$ cat src/rtl/register_file_if.sv
// Bus bundle for the MIPS general-purpose register file: one write port
// driven by write-back and two read ports serving the decode stage.
// The master side drives requests; the register file is the slave.
interface register_file_if #(
  parameter int DATA_WIDTH    = 32,
  parameter int ADDRESS_WIDTH = 5
);

  logic                     register_write_enable;
  logic [ADDRESS_WIDTH-1:0] register_write_address;
  logic [DATA_WIDTH-1:0]    register_write_data;

  logic                     register_read_enable_a;
  logic [ADDRESS_WIDTH-1:0] register_read_address_a;
  logic [DATA_WIDTH-1:0]    register_read_data_a;

  logic                     register_read_enable_b;
  logic [ADDRESS_WIDTH-1:0] register_read_address_b;
  logic [DATA_WIDTH-1:0]    register_read_data_b;

  modport master (
    output register_write_enable,
    output register_write_address,
    output register_write_data,
    output register_read_enable_a,
    output register_read_address_a,
    input  register_read_data_a,
    output register_read_enable_b,
    output register_read_address_b,
    input  register_read_data_b
  );

  modport slave (
    input  register_write_enable,
    input  register_write_address,
    input  register_write_data,
    input  register_read_enable_a,
    input  register_read_address_a,
    output register_read_data_a,
    input  register_read_enable_b,
    input  register_read_address_b,
    output register_read_data_b
  );

endinterface

$ cat src/rtl/register_file.sv
// 32 x 32-bit general-purpose register file for the 5-stage MIPS core.
// Two combinational read ports (A/B) for decode, one registered write port
// for write-back. Register $0 is hardwired to zero.
// Optional feature: define REGISTER_FILE_BYPASS_EN to forward the write-back
// value to a read port that targets the register being written in the same
// cycle, closing the WB->ID hazard inside the register file.
module register_file #(
  parameter int DATA_WIDTH     = 32,
  parameter int ADDRESS_WIDTH  = 5,
  parameter int REGISTER_COUNT = 32
) (
  input logic           clock,
  input logic           reset,
  register_file_if.slave bus
);

  logic [DATA_WIDTH-1:0] entries [REGISTER_COUNT];
  logic                  write_commit;

  // A write only lands when reset is low and the target is not $0.
  always_comb begin
    write_commit = 1'b0;
    if (!reset && bus.register_write_enable && (bus.register_write_address != '0)) begin
      write_commit = 1'b1;
    end
  end

  // Storage: synchronous clear on reset, otherwise commit the write-back value.
  always_ff @(posedge clock) begin
    if (reset) begin
      for (int i = 0; i < REGISTER_COUNT; i++) begin
        entries[i] <= '0;
      end
    end else if (write_commit) begin
      entries[bus.register_write_address] <= bus.register_write_data;
    end
  end

  // Port A operand: reset, disable and $0 force zero before any storage lookup.
  always_comb begin
    bus.register_read_data_a = '0;
    if (reset || !bus.register_read_enable_a) begin
      bus.register_read_data_a = '0;
    end else if (bus.register_read_address_a == '0) begin
      bus.register_read_data_a = '0;
`ifdef REGISTER_FILE_BYPASS_EN
    end else if (write_commit && (bus.register_read_address_a == bus.register_write_address)) begin
      bus.register_read_data_a = bus.register_write_data;
`endif
    end else begin
      bus.register_read_data_a = entries[bus.register_read_address_a];
    end
  end

  // Port B operand: same rules as port A, fully independent of it.
  always_comb begin
    bus.register_read_data_b = '0;
    if (reset || !bus.register_read_enable_b) begin
      bus.register_read_data_b = '0;
    end else if (bus.register_read_address_b == '0) begin
      bus.register_read_data_b = '0;
`ifdef REGISTER_FILE_BYPASS_EN
    end else if (write_commit && (bus.register_read_address_b == bus.register_write_address)) begin
      bus.register_read_data_b = bus.register_write_data;
`endif
    end else begin
      bus.register_read_data_b = entries[bus.register_read_address_b];
    end
  end

endmodule
$ cat src/flat_wrapper.sv
// flat-port wrapper written by rule: the top's interface ports become plain ports
module register_file_flat 
#(
  parameter int DATA_WIDTH     = 32,
  parameter int ADDRESS_WIDTH  = 5,
  parameter int REGISTER_COUNT = 32
)
  (clock, reset, bus_register_write_enable, bus_register_write_address, bus_register_write_data, bus_register_read_enable_a, bus_register_read_address_a, bus_register_read_data_a, bus_register_read_enable_b, bus_register_read_address_b, bus_register_read_data_b);
  register_file_if #(.DATA_WIDTH(DATA_WIDTH), .ADDRESS_WIDTH(ADDRESS_WIDTH)) bus_i ();
  input logic clock;
  input logic reset;
  input wire logic [$bits(bus_i.register_write_enable)-1:0] bus_register_write_enable;
  input wire logic [$bits(bus_i.register_write_address)-1:0] bus_register_write_address;
  input wire logic [$bits(bus_i.register_write_data)-1:0] bus_register_write_data;
  input wire logic [$bits(bus_i.register_read_enable_a)-1:0] bus_register_read_enable_a;
  input wire logic [$bits(bus_i.register_read_address_a)-1:0] bus_register_read_address_a;
  output wire logic [$bits(bus_i.register_read_data_a)-1:0] bus_register_read_data_a;
  input wire logic [$bits(bus_i.register_read_enable_b)-1:0] bus_register_read_enable_b;
  input wire logic [$bits(bus_i.register_read_address_b)-1:0] bus_register_read_address_b;
  output wire logic [$bits(bus_i.register_read_data_b)-1:0] bus_register_read_data_b;
  assign bus_i.register_write_enable = bus_register_write_enable;
  assign bus_i.register_write_address = bus_register_write_address;
  assign bus_i.register_write_data = bus_register_write_data;
  assign bus_i.register_read_enable_a = bus_register_read_enable_a;
  assign bus_i.register_read_address_a = bus_register_read_address_a;
  assign bus_register_read_data_a = bus_i.register_read_data_a;
  assign bus_i.register_read_enable_b = bus_register_read_enable_b;
  assign bus_i.register_read_address_b = bus_register_read_address_b;
  assign bus_register_read_data_b = bus_i.register_read_data_b;
  register_file #(.DATA_WIDTH(DATA_WIDTH), .ADDRESS_WIDTH(ADDRESS_WIDTH), .REGISTER_COUNT(REGISTER_COUNT)) u_core (.clock(clock), .reset(reset), .bus(bus_i));
endmodule
$ cat config.mk
export PLATFORM = sky130hd
export DESIGN_NAME = register_file_flat
export DESIGN_NICKNAME = d
export VERILOG_FILES = /design/src/rtl/register_file_if.sv /design/src/rtl/register_file.sv /design/src/flat_wrapper.sv
export SDC_FILE = /design/constraint.sdc
export NUM_CORES = 2
export LEC_CHECK = 0
export CORE_MARGIN = 3
export CORE_UTILIZATION = 57
export CTS_CLUSTER_DIAMETER = 200
export CTS_CLUSTER_SIZE = 12
export DETAILED_ROUTE_END_ITERATION = 8
export PLACE_DENSITY_LB_ADDON = 0.3
export SYNTH_ARGS = -nofsm -noshare
export SYNTH_HDL_FRONTEND = slang
export SYNTH_SLANG_ARGS = --single-unit
$ cat constraint.sdc
create_clock -name clock -period 3.55 [get_ports clock]
set_input_delay 1.065 -clock clock [delete_from_list [all_inputs] [get_ports clock]]
set_output_delay 1.065 -clock clock [all_outputs]
set_load 0.01 [all_outputs]
Word level (Yosys, flattened, before mapping):

Memories as Yosys holds them, arrays and structs flattened.
Index checks and enable logic that the tools add are counted.

* multiplexer cells: 13
* reduce and logical (&&, ||, !) cells: 11

Operator list (count)
* $mux 32: 5
* $reduce_or 32->1: 1
* $logic_not 5->1: 2
* $mux 1: 7
* $mux 5: 1
* $reduce_bool 5->1: 1
* $logic_not 1->1: 3
* $logic_and 1x1->1: 2
* $logic_or 1x1->1: 2

* register bits after elaboration: 0
* word-level logic and storage cells: 25
* RAM bits: 1024
* memories: 1

Memory list
* u_core.entries: depth 32, width 32, rd ports 2, clocked after memory_dff 0, write ports 32, RTL line register_file.sv:17 `logic [DATA_WIDTH-1:0] entries [REGISTER_COUNT];`

Logic depth before layout (Yosys ltp):

* depth after elaboration: 9
* mapped depth: 9
* mapped depth without buffers: 5

Least setup slack after synthesis:

Ideal clock, no wire load.

* kind: input to output
* start point: input bus_register_read_address_a[2]
* end point: output bus_register_read_data_a[10]
* data arrival time: 2.585 ns
* cell stages on the path: 7
* setup slack: -0.100 ns
* buffers on the path: 3
* cells stage by stage: clkbuf_1 > buf_4 > clkbuf_1 > mux4_2 > mux2_2 > a22oi_1 > nand2_1

* word-level cells in the longest chain between the ends: 3

Ends and longest elaborated chain
* start, declared: RTL line flat_wrapper.sv:16 `input wire logic [$bits(bus_i.register_read_address_a)-1:0] bus_register_read_address_a;`
* $mem_v2 32x32 or $logic_not 5->1 (tied branches)
* $mux 32 *: RTL line register_file.sv:44 `end else if (bus.register_read_address_a == '0) begin`
* $mux 32 *: RTL line register_file.sv:42 `if (reset || !bus.register_read_enable_a) begin`
* end, declared: RTL line flat_wrapper.sv:17 `output wire logic [$bits(bus_i.register_read_data_a)-1:0] bus_register_read_data_a;`

Mark *: on every way between the ends. The rest lies on a longest branch, timed or not.

Worst setup path in the final report:

* start point: input bus_register_read_address_a[0]
* end point: output bus_register_read_data_a[8]

Same word-level chain as after synthesis.

==> flow_summary.ini <==
[power_and_ir_drop]
combPwrFrac = 0.165
peakVddDrop_mv = 0.4200
p_int_mw = 21.15
pwr-share-clk = 0.327
power.share.switching = 0.2518
pwr-share-seq = 0.508
p_leak_nw = 24.43
p_switching_mw = 7.118
powerDensity_nw_per_um2 = 414.9

[global_route]
grt_pass1_vias = 39100
grt_max_degree = 64
grt_pass1_wl_um = 272600
antenna_found_initial = 13
track_usage = 0.3862
grt_overflow = 0

[setup_path]
path_max_fanout = 9
cp.required_ps = 2480
cp_cell_sequence = buf_16 -> buf_16 -> buf_4 -> mux4_1 -> mux2_4 -> o22ai_4 -> nand2_4 -> buf_6
max_stage_delay_ps = 560
cpMaxStageDelayCell = mux4_1
cp-start-kind = input port
crit_arrival_ps = 2950
end_kind = output pin
path_class = in -> out
cp_common_cell = buf_16

[synthesis]
yosys.area.top_type_share = 0.5600
synth.largest_area_cell = edfxtp_1
synth_cell_types = 43
synthesis.instances = 3551
synth_seq_cells = 1024
ys.flop_type = edfxtp_1
syn-mean-instance-area_um2 = 15.46
async_flop_share = 0
yosysWarnings = 0
synth_edf_count = 1024
synth_area_leaders = edfxtp_1, mux4_2, and2_1, mux2_2, mux4_1
syn_area_um2 = 54910
synth.cells.most_frequent = edfxtp_1, and2_1, mux4_2, clkbuf_1, mux2_2
yosysSeqAreaShare = 0.5600
yosysMostFrequentCell = edfxtp_1

[drt]
totalWireLength_um = 195700
drc = 0
detail_route.first_pass.iterations = 7
wire_per_inst_um = 37.19
drt_first_iter_violations = 6965
vias_per_cell = 7.302
ant_nets = 0
vias = 38420

[sta]
period_share = 1.130
hold_viol_final = 0
fin_ws_ps = -460.6
rsz0062_at_grt = true
drv_slew = 0
clock.fmax_mhz = 249.3
fin_crit_ps = 4011
slew_headroom = 0.2072
tightest_slew_ps = 1185
setup_violations = 64

[clock_network]
cts_tree = done
cts-root-buf = clkbuf_16
cts_buffer_depth = 3
clk_pin_slew_ps = 60
clock-sinks = 1024
htreeDepth = 3
cts_buffers = 95
cts_hold_buf = 0

[floorplan]
dieHeight_um = 316.4
initial_utilization = 0.5762
core_um2 = 95290
ios = 116
rows = 113
die_area_um2 = 100100
die_w_um = 316.4

[layout]
fill_cells = 5683
fin_nets = 4042
largest_reg_flops = 1024
finalInstanceArea_um2 = 68130
top_regs = u_core.entries (1024)
top_register = u_core.entries
drive_gt1_frac = 0.4185
syn2layout_area_growth_pct = 24.09

[worst_hold_path]
hp-class = in -> reg

[place]
place_area_um2 = 61050
dpl.hpwl_um = 114500
place.gp.congestion = 0.9383
pre_cts_ws_ps = -1210
portBuffers = 115

[run_status]
status = finished with violations
violations = negative setup slack

[run]
maxCapViolations = 0
-- layout by cell type (no fill, tap or decap), drive strengths merged, types with 2 or more instances in the layout --
cell type,n
inv,4
conb,32
a22o,31
nor3,32
nand4bb,2
nor2,36
or2,32
diode,2
nand2b,3
o22ai,93
edfxtp,1024
buf,635
clkbuf,111
nand2,37
dlygate4sd2,3
bufbuf,2
o221ai,32
nand3b,5
or3,2
nand3,2
clkdlybuf4s50,38
o22a,32
or3b,2
and2,993
clkdlybuf4s15,4
o31ai,2
clkinv,2
mux2,186
mux4,451
mux2i,129
a22oi,31
-- power groups by stage --
stage	sequential (mW)	combinational [mW]	clock [mW]
6_report	14.4	4.65	9.25
5_1_grt	14.4	4.77	9.65
4_1_cts	14.3	4.33	9.18
3_5_place_dp	14.6	3.74	0
3_3_place_gp	14.5	3.68	0
2_1_floorplan	14.4	2.18	0
-- final timing paths --
kind	start	endpoint	cells after the start
max	bus_register_read_address_a[0]	bus_register_read_data_a[8]	8
min	bus_register_write_data[7]	u_core.entries[4][7]$_SDFFCE_PN0P_	3
-- critical path, delay by kind of cell --
kind | cells | cell delay [ps]
compound gates | 1 | 290
buf+inv | 4 | 580
mux | 2 | 850
simple gates | 1 | 130
-- kinds of logic (layout without fill, tap and decap cells) --
family	after synthesis	after routing	synth area share
buffers and inverters	386	799	0.03174
other	1	34	0.00006830
AND/OR/NAND/NOR	1150	1150	0.1274
flip-flops	1024	1024	0.5600
AO/OA/AOI/OAI	224	224	0.03065
multiplexers	766	766	0.2501
-- final cells by class --
| cell class | instances | area [um2] | area share |
|---|---|---|---|
| flip-flops and latches | 1024 | 30750 | 0.4513 |
| multi-input cells | 2172 | 24590 | 0.3608 |
| repair buffers | 695 | 8708 | 0.1278 |
| clock buffers | 98 | 2452 | 0.03599 |
| well taps | 1265 | 1583 | 0.02323 |
| clock inverters | 4 | 42.54 | 0.0006244 |
| inverters | 2 | 7.507 | 0.0001102 |
| diodes | 2 | 5.005 | 0.00007346 |
-- layer usage --
layer  vias up  wire, um  global-route usage
met5         -        77                   0
met4        12     14370              0.2408
met3       805     28910              0.1195
met2      3753     88100              0.5825
met1     19340     64230              0.4924
li1      14510         -                   -
-- timing repair --
item,in CTS,in global routing
setup buffers,104,49
cloned,22,11
setup endpoints to repair,64,64
pin swaps,106,68
gates resized for setup,744,124
-- through the flow --
stage / power, mW / setup TNS (ps) / hold slack (ps) / std cells / utilization
after floorplan: 16.57 / -645.8 / 1263 / 3582 / -
after global placement: 18.16 / -66100 / 2036 / 4988 / 0.6406
after detailed placement: 18.31 / -65940 / 2035 / 4988 / 0.6406
after CTS: 27.82 / -19720 / 1332 / 5208 / 0.7036
after global routing: 28.82 / -23780 / 1373 / 5260 / 0.7149
final: 28.27 / -23690 / 1354 / 5262 / 0.7150
(Power assumes the default switching activity.)
